[config.mk]
export PLATFORM = sky130hd
export DESIGN_NAME = control
export DESIGN_NICKNAME = d
export VERILOG_FILES = /design/src/rtl/control.sv
export SDC_FILE = /design/constraint.sdc
export NUM_CORES = 1
export LEC_CHECK = 0
export CORE_MARGIN = 4
export CORE_UTILIZATION = 51
export CTS_CLUSTER_SIZE = 14
export DETAILED_ROUTE_END_ITERATION = 16
export PLACE_DENSITY_LB_ADDON = 0.2
export SYNTH_ARGS = -nofsm -noshare
export SYNTH_HDL_FRONTEND = slang
export SYNTH_SLANG_ARGS = --single-unit
[constraint.sdc]
create_clock -name clk -period 2.1 [get_ports clk]
set_clock_uncertainty 0.05 [all_clocks]
set_input_delay 0.21 -clock clk [delete_from_list [all_inputs] [get_ports clk]]
set_output_delay 0.21 -clock clk [all_outputs]
set_load 0.05 [all_outputs]
[src/rtl/control.sv]
// Two-button up/down counter with a 3-bit LED display.
// Each button is synchronized, debounced, and edge-detected on the press (falling) edge.
module control #(
    parameter int DEBOUNCE_CYCLES = 3,
    parameter bit LED_ACTIVE_LOW  = 1'b1
) (
    input  logic       clk,
    input  logic       rst_n,
    input  logic       button_0,
    input  logic       button_1,
    output logic [2:0] led
);

    localparam int CW = $clog2(DEBOUNCE_CYCLES + 1);
    localparam logic [CW-1:0] LAST = CW'(DEBOUNCE_CYCLES - 1);
    localparam logic [2:0] LED_RESET = LED_ACTIVE_LOW ? 3'b111 : 3'b000;

    logic [1:0]    sync_a;
    logic [1:0]    sync_b;
    logic [1:0]    deb;
    logic [1:0]    ev;
    logic [CW-1:0] cnt [2];
    logic [2:0]    count;

    // Index 0 is button_0 (down), index 1 is button_1 (up).
    always_ff @(posedge clk) begin
        if (!rst_n) begin
            sync_a <= 2'b11;
            sync_b <= 2'b11;
        end else begin
            sync_a <= {button_1, button_0};
            sync_b <= sync_a;
        end
    end

    always_ff @(posedge clk) begin
        if (!rst_n) begin
            deb <= 2'b11;
            ev  <= 2'b00;
            for (int i = 0; i < 2; i++) begin
                cnt[i] <= '0;
            end
        end else begin
            for (int i = 0; i < 2; i++) begin
                ev[i] <= 1'b0;
                if (sync_b[i] == deb[i]) begin
                    cnt[i] <= '0;
                end else if (cnt[i] == LAST) begin
                    // Accept the new level; a press is a debounced fall to 0.
                    deb[i] <= sync_b[i];
                    cnt[i] <= '0;
                    ev[i]  <= ~sync_b[i];
                end else begin
                    cnt[i] <= cnt[i] + 1'b1;
                end
            end
        end
    end

    always_ff @(posedge clk) begin
        if (!rst_n) begin
            count <= 3'd0;
            led   <= LED_RESET;
        end else begin
            case (ev)
                2'b01:   count <= count - 3'd1;
                2'b10:   count <= count + 3'd1;
                default: count <= count;
            endcase
            led <= LED_ACTIVE_LOW ? ~count : count;
        end
    end

endmodule

Yosys cells after proc, flatten, opt, wreduce, memory -nomap -nowiden

Memory sizes are Yosys's and may differ from the RTL's.
Index checks and enable logic that the tools add are counted.

Flip-flop bits (word level): 14
Memory bits (writable): 4
Input bits: 4
Output and inout bits: 3
Logic and storage cells: 68
Memories: 1

$add $sub $neg: 4
Eq/ne operators: 6
Mux-type cells: 30
Bitwise operators: 14
Reduce and logical (&&, ||, !) cells: 5

Memory list:

| memory | words | width | read ports | clocked after memory_dff | write ports | line | text |
|---|---|---|---|---|---|---|---|
| cnt    | 2     | 2     | 2          | 0                        | 2           | 22   | `logic [CW-1:0] cnt [2];` |

Operators with widths:

| kind                                                                   | number |
|---|---|
| 1-bit 2-to-1 mux                                                       | 23 |
| 2-bit 2-to-1 mux                                                       | 6 |
| 1-bit NOT                                                              | 7 |
| 2-bit equality test (second input constant)                            | 3 |
| 1-bit OR                                                               | 6 |
| 3-bit case mux with 2 select lines                                     | 1 |
| 3-bit OR reduction                                                     | 2 |
| 2-bit by 1-bit adder with 2-bit output (second input constant)         | 2 |
| 2-bit AND reduction                                                    | 2 |
| 3-bit by 1-bit adder with 3-bit output (second input constant)         | 1 |
| 3-bit NOT                                                              | 1 |
| 3-bit by 1-bit subtractor with 3-bit output (second input constant)    | 1 |
| 1-bit equality test                                                    | 2 |
| 2-bit by 1-bit equality test with 1-bit output (second input constant) | 1 |
| 2-bit nonzero test                                                     | 1 |

Depth between registers and ports, before layout

Gate-level depths: netlist (run 1).

Depth after elaboration: 7
Depth in mapped cells: 7
Gate-level depth less buffers: 7

Least setup slack after synthesis (run 1)

No wires, ideal clock.

Kind: register -> register
From: reg ev[0]
To: reg count[2]
Setup time: 0.074 ns
Arrival time: 1.557 ns
Data required time: 1.976 ns
Setup slack: 0.419 ns
Stages on the path, launching flop included: 8
Path buffers: 0
Period minus slack after synthesis: 1.681 ns
Cells stage by stage: dfxtp_1 -> inv_1 -> ha_1 -> inv_1 -> fa_1 -> xor2_1 -> or4b_1 -> o21ai_0

Longest elaborated chain between the ends: 2

Ends and longest elaborated chain:

| element                                                                                      | line | text |
|---|---|---|
| start: declaration                                                                           | 21   | `logic [1:0] ev;` |
| start signal: indexed assignment                                                             | 52   | `ev[i] <= ~sync_b[i];` |
| 2-bit equality test / 2-bit by 1-bit equality test with 1-bit output (equally long branches) | 65   | `case (ev)` |
| 3-bit case mux with 2 select lines / 2-bit nonzero test (equally long branches)              | --   |  |
| end signal: assignment                                                                       | 66   | `2'b01: count <= count - 3'd1;` |
| end signal: assignment                                                                       | 67   | `2'b10: count <= count + 3'd1;` |
| end signal: assignment                                                                       | 68   | `default: count <= count;` |
| end: declaration                                                                             | 23   | `logic [2:0] count;` |

Parallel ways exist; a longest one is shown, timed or not.
A chain may end at the register's enable or synchronous reset.

Worst setup path in the final report (run 1)

Same ends and word-level chain as after synthesis.

==> metrics.md, run 1 <==
| Metric | Value |
|---|---|
| Placed inst area | 763.2 um^2 |
| Max VDD drop | 0.4903 mV |
| Die width | 44.30 um |
| Syn avg cell area | 11.79 um^2 |
| # resized after CTS | 0 |
| Status | finished clean |
| Final WS setup | 0.3520 ns |
| Mapped cell area | 671.9 um^2 |
| Critical path's top delay family | adder cells |
| Seq/Total Area, Yosys | 59.59% |
| Vias in the first global route | 414 |
| Clock Latency Late Sink | 0.28 ns |
| FP Rows | 12 |
| Share of the clock period used by the worst path | 83.24% |
| Root buf cell | clkbuf_4 |
| CP max FO | 2 |
| Fin. Hold Viols | 0 |
| DRC Markers | 0 |
| Yosys warnings | 0 |
| Startpoint types | flop |
| Min Clock Period, post-route | 1.748 ns |
| Yosys top cell by area | dfxtp_1 |
| Final HPWL DP | 674.7 um |
| Synth unique cells | 19 |
| Slew margin rel. | 66.80% |
| First-pass GRT wire length | 1.635 mm |
| Static Leak | 0.3300 nW |
| Placeable Area | 1171 um^2 |
| H-tree levels | 1 |
| RePlAce Congestion | 0.6271 |
| Total gr overflow | 0 |
| CP required | 2.27 ns |
| Worst-margin pin slew | 0.4964 ns |
| Reg area | 400.4 um^2 |
| Area of the multi-input gates | 262.8 um^2 |
| Slowest CP cell | or4b_1 |
| Most frequent cells in the layout | 14 x dfxtp_1, 6 x clkdlybuf4s50_1, 5 x nand2_1, 5 x nor2_1 |
| Crit path kind | flop to flop |
| Unrepaired setup endpoints after global routing | false |
| Total negative slack | 0 ns |
| Initial Utilization | 57.37% |
| Post-DR vias/cell | 4.714 |
| Post-route insts no fill | 84 |
| Top cells by area, synth | dfxtp_1 42%, edfxtp_1 18%, ha_1 5.6% |
| Pwr per Cell Area | 726.5 nW/um^2 |
| Cells after DPL | 80 |
| IO Port Bufs | 6 |
| Yosys reg bits | 18 |
| Die extent in y | 44.30 um |
| Hold WS | 0.3683 ns |
| Total Power | 573.6 uW |
| Num CTS Buffers | 3 |
| Util after Layout | 67.41% |
| Post CTS Setup Buffer Count | 0 |
| Highest clock rate | 572.1 MHz |
| DRT iter0 DRCs | 1 |
| Fin area | 789.5 um^2 |
| Most common cell after layout, fill and taps aside | dfxtp_1 |
| Max clock buf depth | 2 |
| Final count of negative-setup-slack endpoints | 0 |
| Synthesis-to-layout area growth | 17.50% |
| Crit path DAT | 1.92 ns |
| Max incr delay on CP | 0.46 ns |
| Fill cells | 98 |
| Fin. max-slew vios | 0 |
| HP Class | flop to flop |
| Router iterations before antenna repair | 2 |
| Clk slew on worst S/H paths | 0.10 ns |
| Hold buffers post-CTS | 0 |
| Synth top area share | 41.71% |
| Initial antenna violation count | 0 |
| R2r setup slk | 0.35 ns |
| Post-route ant nets | 0 |
| GRT Total Usage | 11.63% |
| Full die area | 1962 um^2 |
| Maximum number of pins on one net before global-route repair | 16 |
| Ant diodes | 0 |
| Worst Path Buf+Inv | 2 |
| CP Cell Sequence | inv_1, ha_1, inv_1, fa_1, xor2_1, or4b_1, o21ai_0 |
| Cells after synthesis | 57 |
| Pre-CTS setup slack | 0.3636 ns |
| CP endpoint kind | flop |
| Drt wl/cell | 10.32 um |
| Max cap viols | 0 |
| Final wirelength | 867 um |
| IO Pins | 7 |
| Final net count | 79 |
| Layout cell share with drive strength beyond 1 | 5.714% |
| CP most frequent cell | inv_1 |
| CTS tree | yes |
| Vias | 396 |
| Sink Count | 18 |
==> sequential cells by signal, summed over array words and instances (netlist names) <==
| name | cells |
|---|---|
| ev | 2 |
| sync_b | 2 |
| led | 3 |
| count | 3 |
| deb | 2 |
| cnt | 4 |
| sync_a | 2 |
==> final cells by class <==
| cell class | instances | area share (%) |
|---|---|---|
| inverter | 4 | 1.902 |
| sequential | 18 | 50.71 |
| multi-input combinational | 37 | 33.28 |
| tap | 14 | 2.219 |
| clock inverter | 1 | 0.4754 |
| clock buffer | 3 | 2.853 |
| timing repair buffer | 7 | 8.558 |
==> synthesized netlist by cell type <==
library cell   n
ha_1           3
dfxtp_1       14
o21ai_0        1
xnor2_1        1
or4b_1         1
xor2_1         3
fa_1           1
and4b_1        2
nor2b_1        1
nor2_1         5
nand3b_1       2
nand2b_1       4
and2_1         1
mux2i_1        3
conb_1         1
nand2_1        5
edfxtp_1       4
buf_2          1
inv_1          4
==> report_power, final <==
group          total (mW)  switching (mW)  internal, mW
Sequential          0.368         0.00502         0.363
Combinational      0.0344          0.0165        0.0179
Clock               0.171           0.102        0.0690
==> kinds of logic (layout without fill, tap and decap cells) <==
logic type	count (synthesis)	after routing	share of synthesized area, %
and+or+nand+nor	21	21	17.88
DFF	18	18	59.59
buffers and inverters	5	15	2.978
adders and majority gates	4	4	8.567
xor gates and xnor gates	4	4	5.215
muxes	3	3	4.469
other	1	4	0.5581
AOI/OAI and AO/OA	1	1	0.7442
==> final timing paths <==
kind | start | depth (start not counted) | to
setup / recovery | ev[0]$_SDFF_PP0_ | 7 | count[2]$_SDFFE_PN0P_
hold / removal | sync_a[0]$_SDFF_PN1_ | 1 | sync_b[0]$_SDFF_PN1_
setup reg to reg | ev[0]$_SDFF_PP0_ | 7 | count[2]$_SDFFE_PN0P_
hold reg to reg | sync_a[0]$_SDFF_PN1_ | 1 | sync_b[0]$_SDFF_PN1_
==> layer usage <==
| layer | wire length [um] | share of wire [%] | up-vias | track usage (%) |
|---|---|---|---|---|
| li1 | - | - | 210 | - |
| met3 | 37 | 4.3 | 2 | 2.439 |
| met1 | 413 | 48 | 177 | 14.14 |
| met2 | 409 | 47 | 7 | 18.60 |
| met5 | 0 | 0 | - | 0 |
| met4 | 6 | 0.69 | 0 | 7.229 |
Note: power is estimated with default switching activity, not from simulation.
==> run 2, diff against run 1 <==
==> constraint.sdc (replaced) <==
create_clock -name clk -period 1.81 [get_ports clk]
set_clock_uncertainty 0.05 [all_clocks]
set_input_delay 0.181 -clock clk [delete_from_list [all_inputs] [get_ports clk]]
set_output_delay 0.181 -clock clk [all_outputs]
set_load 0.05 [all_outputs]
==> run 2 against run 1 <==
Net effect: non-clock buffer count did not move; global-route usage rose by 0.17 points; routed wire length increased by 3.7%; flip-flop and latch count unchanged.
==> metrics.md, run 2 (synthesis gave the netlist of run 1 again) <==
| Metric | Value |
|---|---|
| CP most frequent cell | inv_1 |
| DRC Markers | 0 |
| CP endpoint kind | flop |
| Reg with most FFs | cnt |
| Largest register FFs | 4 |
| Most common cell after layout, fill and taps aside | dfxtp_1 |
| Critical path's top delay family | adder cells |
| Hold buffers post-CTS | 0 |
| Clk slew on worst S/H paths | 0.09 ns |
| Unrepaired setup endpoints after global routing | false |
| HP Class | flop to flop |
| Final net count | 79 |
| Final wirelength | 899 um |
| Fin. Hold Viols | 0 |
| Final count of negative-setup-slack endpoints | 0 |
| Max clock buf depth | 2 |
| GRT Total Usage | 11.79% |
| Fin. max-slew vios | 0 |
| Max VDD drop | 0.5921 mV |
| Fin area | 790.8 um^2 |
| Sink Count | 18 |
| Layout cell share with drive strength beyond 1 | 8.696% |
| Worst reg2reg path startpoint | ev[0]$_SDFF_PP0_ |
| Startpoint types | flop |
| Crit path kind | flop to flop |
| Vias | 395 |
| IO Pins | 7 |
| DRT iter0 DRCs | 2 |
| Die width | 44.30 um |
| Share of the clock period used by the worst path | 94.01% |
| Synthesis-to-layout area growth | 17.69% |
| FP Rows | 12 |
| Post-route ant nets | 0 |
| Pwr per Cell Area | 830.0 nW/um^2 |
| # resized after CTS | 0 |
| Most frequent cells in the layout | 14 x dfxtp_1, 6 x clkdlybuf4s50_1, 5 x nand2_1, 5 x nor2_1 |
| Largest registers | cnt x4, count x3, led x3 |
| Highest clock rate | 587.7 MHz |
| Post CTS Setup Buffer Count | 0 |
| Total negative slack | 0 ns |
| Final HPWL DP | 688.3 um |
| Initial antenna violation count | 0 |
| Initial Utilization | 57.37% |
| IO Port Bufs | 6 |
| Max cap viols | 0 |
| H-tree levels | 1 |
| Ant diodes | 0 |
| CP required | 1.99 ns |
| Vias in the first global route | 418 |
| Slowest CP cell | or4b_1 |
| Placed inst area | 763.2 um^2 |
| Static Leak | 0.3270 nW |
| CP max FO | 2 |
| Num CTS Buffers | 3 |
| Min Clock Period, post-route | 1.702 ns |
| Die extent in y | 44.30 um |
| Crit path DAT | 1.88 ns |
| Post-DR vias/cell | 4.759 |
| Full die area | 1962 um^2 |
| Maximum number of pins on one net before global-route repair | 16 |
| Drt wl/cell | 10.83 um |
| Max incr delay on CP | 0.46 ns |
| Hold_sp | sync_a[1]$_SDFF_PN1_ |
| CP Cell Sequence | inv_1, ha_2, inv_1, fa_2, xor2_1, or4b_1, o21ai_1 |
| Slew margin rel. | 66.85% |
| Crit path launch | ev[0]$_SDFF_PP0_ |
| RePlAce Congestion | 0.6244 |
| Status | finished clean |
| Root buf cell | clkbuf_4 |
| Worst Path Buf+Inv | 2 |
| Router iterations before antenna repair | 2 |
| Placeable Area | 1171 um^2 |
| Total gr overflow | 0 |
| First-pass GRT wire length | 1.669 mm |
| Fill cells | 101 |
| Clock Latency Late Sink | 0.28 ns |
| CTS tree | yes |
| Worst-margin pin slew | 0.4956 ns |
[run 2: changes by cell type in the layout (fill, tap and decap cells not counted), sizes merged]
| cell | previous run | this run |
|---|---|---|
| clkinv | 1 | 0 |
[run 2: stage by stage]
stage                     power [mW]  hold slack [ns]  cells  setup slack (ns)  utilization (%)
final                         0.6563           0.3672     83            0.1084            67.52
after global routing          0.6901           0.3857     83          0.002309            67.52
after CTS                     0.6670           0.3665     83           0.04716            67.09
after detailed placement      0.4772           0.3372     80           0.04877            65.17
after global placement        0.4757           0.3368     80           0.09111            65.17
after floorplan               0.4612           0.2040     60            0.1290                -
[run 2: layout make-up]
type | instances | area [um^2] | share of cell area [%]
clock buffer | 3 | 22.52 | 2.848
inverter | 4 | 15.01 | 1.899
multi-input combinational | 37 | 267.8 | 33.86
sequential | 18 | 400.4 | 50.63
tap | 14 | 17.52 | 2.215
timing repair buffer | 7 | 67.56 | 8.544
[run 2: worst paths after layout]
kind / endpoint / slack [ns] / depth (start not counted)
worst max register to register: count[2]$_SDFFE_PN0P_ / 0.11 / 7
worst min-delay path: sync_b[1]$_SDFF_PN1_ / 0.37 / 1
worst max-delay path: count[2]$_SDFFE_PN0P_ / 0.11 / 7
worst min register to register: sync_b[1]$_SDFF_PN1_ / 0.37 / 1
[run 2: where the power goes]
part | internal, mW | switching, mW
Sequential | 0.422 | 0.00588
Clock | 0.0772 | 0.111
Combinational | 0.0211 | 0.0194
Total | 0.520 | 0.136
[run 2: routing by layer]
metal | global-route usage [%] | share of wire, %
met5 | 0 | 0
met4 | 3.614 | 0.67
met3 | 6.098 | 6.0
met2 | 20.06 | 49
met1 | 12.63 | 45
